--- src/rtl/alu_share_arbiter.sv ---
// rtl/alu_share_arbiter.sv - round-robin sharing of one combinational ALU between two requesters
module alu_share_arbiter #(
    parameter int WIDTH = 32,
    parameter int OPW   = 4
) (
    input  logic             clk,
    input  logic             reset,
    input  logic             req0_valid,
    output logic             req0_ready,
    input  logic [WIDTH-1:0] req0_a,
    input  logic [WIDTH-1:0] req0_b,
    input  logic [OPW-1:0]   req0_op,
    input  logic             req1_valid,
    output logic             req1_ready,
    input  logic [WIDTH-1:0] req1_a,
    input  logic [WIDTH-1:0] req1_b,
    input  logic [OPW-1:0]   req1_op,
    output logic             rsp0_valid,
    input  logic             rsp0_ready,
    output logic             rsp1_valid,
    input  logic             rsp1_ready,
    output logic [WIDTH-1:0] rsp_result,
    output logic             rsp_zero,
    output logic             rsp_err,
    output logic [WIDTH-1:0] alu_a,
    output logic [WIDTH-1:0] alu_b,
    output logic [OPW-1:0]   alu_ctrl,
    input  logic [WIDTH-1:0] alu_result,
    input  logic             alu_zero,
    output logic             busy
);

    typedef enum logic [1:0] {
        IDLE = 2'd0,
        EXEC = 2'd1,
        RESP = 2'd2
    } state_t;

    state_t           state, state_nxt;
    logic [WIDTH-1:0] op_a, op_b, res;
    logic [OPW-1:0]   op_ctrl;
    logic             owner, last_grant, zf, err;
    logic             grant0, grant1, op_legal;

    assign op_legal = (op_ctrl == OPW'(4'b0010)) || (op_ctrl == OPW'(4'b0110)) ||
                      (op_ctrl == OPW'(4'b0000)) || (op_ctrl == OPW'(4'b0001));

    // Grants are gated by reset so no handshake is seen as accepted while the block is being cleared.
    always_comb begin
        state_nxt = state;
        grant0    = 1'b0;
        grant1    = 1'b0;
        case (state)
            IDLE: begin
                if (!reset) begin
                    if (req0_valid && (!req1_valid || last_grant))
                        grant0 = 1'b1;
                    else if (req1_valid)
                        grant1 = 1'b1;
                end
                if (grant0 || grant1)
                    state_nxt = EXEC;
            end
            EXEC: state_nxt = RESP;
            RESP: begin
                if (owner ? rsp1_ready : rsp0_ready)
                    state_nxt = IDLE;
            end
            default: state_nxt = IDLE;
        endcase
    end

    always_ff @(posedge clk) begin
        if (reset) begin
            state      <= IDLE;
            op_a       <= '0;
            op_b       <= '0;
            op_ctrl    <= '0;
            owner      <= 1'b0;
            last_grant <= 1'b1;
            res        <= '0;
            zf         <= 1'b0;
            err        <= 1'b0;
        end else begin
            state <= state_nxt;
            if (grant0 || grant1) begin
                op_a       <= grant1 ? req1_a  : req0_a;
                op_b       <= grant1 ? req1_b  : req0_b;
                op_ctrl    <= grant1 ? req1_op : req0_op;
                owner      <= grant1;
                last_grant <= grant1;
            end
            if (state == EXEC) begin
                res <= alu_result;
                zf  <= alu_zero;
                err <= !op_legal;
            end
        end
    end

    assign req0_ready = grant0;
    assign req1_ready = grant1;
    assign rsp0_valid = (state == RESP) && !owner;
    assign rsp1_valid = (state == RESP) && owner;
    assign rsp_result = res;
    assign rsp_zero   = zf;
    assign rsp_err    = err;
    assign alu_a      = op_a;
    assign alu_b      = op_b;
    assign alu_ctrl   = op_ctrl;
    assign busy       = (state != IDLE);

endmodule

--- config.mk ---
export PLATFORM = sky130hd
export DESIGN_NAME = alu_share_arbiter
export DESIGN_NICKNAME = d
export VERILOG_FILES = /design/src/rtl/alu_share_arbiter.sv
export SDC_FILE = /design/constraint.sdc
export NUM_CORES = 1
export LEC_CHECK = 0
export ABC_CLOCK_PERIOD_IN_PS = 2700
export BUFFER_PORTS_ARGS = -buffer_cell sky130_fd_sc_hd__buf_4
export CAP_MARGIN = 10
export CORE_AREA = 2 2 110 112
export CTS_CLUSTER_DIAMETER = 80
export DETAILED_ROUTE_END_ITERATION = 7
export DIE_AREA = 0 0 112 114
export PLACE_DENSITY = 0.88
export SKIP_LAST_GASP = 1
export SLEW_MARGIN = 0
export SYNTH_ARGS = -nofsm -noshare
export SYNTH_HDL_FRONTEND = slang
export SYNTH_SLANG_ARGS = --single-unit
--- constraint.sdc ---
create_clock -name clk -period 2.7 [get_ports clk]
set_clock_uncertainty 0.1 [all_clocks]
set_input_delay 0.27 -clock clk [delete_from_list [all_inputs] [get_ports clk]]
set_output_delay 0.27 -clock clk [all_outputs]
set_load 0.05 [all_outputs]
## Word-level counts from Yosys, hierarchy flattened

Cells that the tools add are included.

- Eq/ne operators: 7
- Multiplexer cells: 16
- Reduce and logical (&&, ||, !) cells: 16

Operators by type and width:

| operator | count |
|---|---|
| 2-to-1 mux 32 bit | 2 |
| 2-to-1 mux 1 bit | 10 |
| logical OR 1 bit | 6 |
| case mux 2 bit (3 select lines) | 1 |
| equality test 4 x 1 -> 1 bit, second input constant | 1 |
| equality test 4 x 2 -> 1 bit, second input constant | 1 |
| equality test 4 x 3 -> 1 bit, second input constant | 1 |
| logical NOT 4 bit | 1 |
| 2-to-1 mux 2 bit | 2 |
| 2-to-1 mux 4 bit | 1 |
| != test 2 bit, second input constant | 2 |
| logical AND 1 bit | 3 |
| logical NOT 1 bit | 3 |
| equality test 2 x 1 -> 1 bit, second input constant | 1 |
| equality test 2 bit, second input constant | 1 |
| logical NOT 2 bit | 1 |
| AND reduction 2 bit | 1 |
| nonzero test 2 bit | 1 |

- Bits in registers: 106
- Input port bits: 175
- Output and inout port bits: 107
- Logic and storage cells: 48

## Depth between registers and ports, before layout

- Word-level depth: 9
- Depth in mapped cells: 7
- Depth with buffers taken out: 3

## Least setup slack after synthesis

Ideal clock, no wire load.

- Path type: input to register
- Start: input port reset
- End: register owner
- Setup time: 0.061 ns
- Arrival time: 1.948 ns
- Required time: 2.539 ns
- Slack: 0.591 ns
- Stages on the path: 6
- Path buffers: 3
- Cells stage by stage: buf_2 > or3_1 > buf_2 > buf_4 > nor2_1 > o21ba_1

- Cells in the longest elaborated chain, start to end: 4
- Elaborated cells between the ends (all ways): 7
- Classes of those cells: mux (6); reduce/logical (1)

RTL lines:

| element | RTL line | RTL |
|---|---|---|
| from (decl) | 7 | `input logic reset,` |
| 2-to-1 mux 1 bit (*) | 55 | `if (!reset) begin` |
| 2-to-1 mux 1 bit (*) (2 in a row) | 53 | `case (state)` |
| net req1_ready | 14 | `output logic req1_ready,` |
| logical OR 1 bit | 86 | `if (grant0 \|\| grant1) begin` |
| to (signal assigned) | 90 | `owner <= grant1;` |
| to (decl) | 42 | `logic owner, last_grant, zf, err;` |

The timed path passes the listed nets; every way through them passes the cells marked *. The select of a mux whose other input is x is not followed.
A chain may end at the register's enable or synchronous reset.

## Worst setup path after layout

- Start: register state[1]
- End: output port req0_ready

- Cells in the longest elaborated chain, start to end: 2

RTL lines:

| element | RTL line | RTL |
|---|---|---|
| from (decl) | 39 | `state_t state, state_nxt;` |
| from (signal assigned) | 85 | `state <= state_nxt;` |
| logical NOT 2 bit | 53 |  |
| 2-to-1 mux 1 bit | 53 |  |
| to (decl) | 9 | `output logic req0_ready,` |

Every way passes these cells.

==> flow_metrics.env <==
export IMPL_outcome="finished clean"
export IMPL_ys_seq_elements=106
export IMPL_cts_max_path_buffers=2
export IMPL_fin_crit_ns=2.331
export IMPL_grt_max_degree=139
export IMPL_gp_congestion=0.8248
export IMPL_cts_resized=0
export IMPL_htreeDepth=3
export IMPL_crit_type="register to output port"
export IMPL_num_fill_cells=1065
export IMPL_ys_seq_area_frac=0.4492
export IMPL_final_layout_size_suffix_gt1_frac=0.4027
export IMPL_min_to="rsp_result[15]"
export IMPL_die_x_um=112
export IMPL_r2r_start="state[1]"
export IMPL_grt_usage=0.2396
export IMPL_cts_setup_buffers=0
export IMPL_clkTransAtPathRegs_ns=0.07
export IMPL_diodes=0
export IMPL_r2r_cells=4
export IMPL_crit_path_start_kind="register"
export IMPL_setup_viol=0
export IMPL_antenna_found_initial=0
export IMPL_layout_commonest_cell="buf_4"
export IMPL_synth_nets=751
export IMPL_ys_types=31
export IMPL_maxSlewViolCount=0
export IMPL_io_pins=282
export IMPL_routed_via_density=5.578
export IMPL_ctsHoldBuffers=0
export IMPL_placed_cells=943
export IMPL_syn_to_final_growth_pct=50.72
export IMPL_rrSetupSlack_ns=0.78
export IMPL_arrival_ns=1.96
export IMPL_synth_edf_count=0
export IMPL_whs_path_depth=3
export IMPL_die_h_um=114
export IMPL_rows=40
export IMPL_crit_fanout=138
export IMPL_syn_avg_cell_area_um2=8.202
export IMPL_required_ns=2.33
export IMPL_final_hold_violation_count=0
export IMPL_synthFlopType="dfxtp_1"
export IMPL_grt_pass1_vias=5026
export IMPL_wl_per_cell_um=16.57
export IMPL_clock_latency_ns=0.33
export IMPL_grt_pass1_wl_um=25180
export IMPL_yosys_warnings=0
export IMPL_cp_end_kind="output port"
export IMPL_drt_iter0_drc=582
export IMPL_cts_buffers=9
export IMPL_fin_ws_ns=0.3693
export IMPL_io_buffers=281
export IMPL_cts_sinks=106
export IMPL_critical_path_slowest_cell="buf_12"
export IMPL_slowest_delay_ns=0.45
export IMPL_post_route_drc_count=0
export IMPL_worstSetupStartpoint="state[1]"
export IMPL_cts_tree="done"
export IMPL_fin_crit_sh=0.8632
export IMPL_most_common_layout_cells="buf_4 (290), dfxtp_1 (106), a21oi_1 (102)"
export IMPL_pre_cts_slack_ns=0.7130
export IMPL_cts_root_buf="clkbuf_16"
export IMPL_max_freq_ghz=0.4291
export IMPL_first_pass_iters=4
export IMPL_min_path_type="input pin to register"
export IMPL_max_slew_margin=0.5016
export IMPL_core_area_um2=11710
export IMPL_cap_viol_max_count=0
export IMPL_instances_no_fill=959
export IMPL_p_total_mw=4.534
export IMPL_hold_start="alu_result[15]"
export IMPL_wl_um=15890
export IMPL_fin_nets=982
export IMPL_synthCells=576
export IMPL_dieArea_um2=12770
export IMPL_finalCoreUtilization=0.6080
export IMPL_cp_cell_sequence="nor3_4 -> buf_12 -> nand3_1 -> inv_1 -> buf_4"
export IMPL_ir_worst_vdd_mv=0.2901
export IMPL_ant_nets=0
export IMPL_power_density_nw_per_um2=636.7
export IMPL_start_util=0.4034
export IMPL_syn_cell_area_um2=4725
export IMPL_total_leakage_power_nw=2.917
export IMPL_tightest_slew_ns=0.7476
export IMPL_vias=5349
export IMPL_grt_overflow=0
export IMPL_rsz0062_at_grt="false"
export IMPL_synthArstFlopShare=0
export IMPL_fin_setup_tns_ns=0
export IMPL_hpwl_um=10800
export IMPL_rr_endpoint="alu_b[1]"
## cells in the mapped netlist, types with 2 or more instances
library cell	n	area [um^2]
a21oi_1	102	510.5
a311oi_1	58	508.0
a311oi_2	10	150.1
buf_1	7	26.28
buf_2	32	160.2
buf_6	2	22.52
clkbuf_1	31	116.4
dfxtp_1	106	2122
inv_1	2	7.510
nand2_1	66	247.7
nand2b_1	2	12.51
nand3_1	69	345.3
nor2_1	2	7.510
nor2b_1	2	12.51
nor3b_1	2	15.01
o21ai_1	68	340.3
## worst max-delay path: cells and delay by family, from the launching register on
family	cells	cell delay, ns
buf+inv	3	0.76
simple gates	2	0.44
flops	1	0.39
## per-stage QoR
step,cell area [um^2],hold WS (ns)
after floorplan,4725,0.3060
after global placement,6832,0.3421
after global routing,7121,0.05642
final,7121,0.07301
after CTS,7121,0.06328
after detailed placement,6832,0.3470
## cells by family after synthesis
group	after synthesis	share of synthesized area
AO/OA/AOI/OAI	244	0.3310
buffers and inverters	75	0.07203
flip-flops	106	0.4492
multiplexers	1	0.002119
AND/OR/NAND/NOR	150	0.1457
## registers in the layout (all words and copies together) (netlist names)
signal	count
alu_b	32
alu_a	32
last_grant	1
rsp_err	1
rsp_zero	1
rsp_result	32
alu_ctrl	4
state	2
owner	1
## layer usage
layer  global-route usage  wire length (um)  share of wire
met1               0.2983              6481           0.41
met2               0.4113              7796           0.49
met3              0.05367              1189          0.075
met4              0.08374               422          0.027
met5                    0                 0              0
## worst max-delay path by stage
stage / to / slack, ns / depth (start not counted)
4_1_cts: req0_ready / 0.33 / 5
6_report: req0_ready / 0.37 / 5
2_1_floorplan: owner / 0.59 / 6
5_1_grt: req0_ready / 0.22 / 5
3_5_place_dp: req0_ready / 0.71 / 5
3_3_place_gp: req0_ready / 0.74 / 5
## cell type report
cell class,count,area (um^2),share of cell area
Multi-Input combinational cell,395,2281,0.3203
Sequential cell,106,2122,0.2980
Timing Repair Buffer,293,2237,0.3142
Clock buffer,10,239.0,0.03356
Tap cell,147,183.9,0.02583
Inverter,2,7.507,0.001054
Clock inverter,6,50.05,0.007029
## power breakdown
part           internal [mW]  switching (mW)  total, mW
clock network          0.662           0.613       1.28
logic                  0.518           0.953       1.47
registers               1.70          0.0849       1.79
total                   2.88            1.65       4.53
No activity file was read; power rests on OpenSTA's default activity.
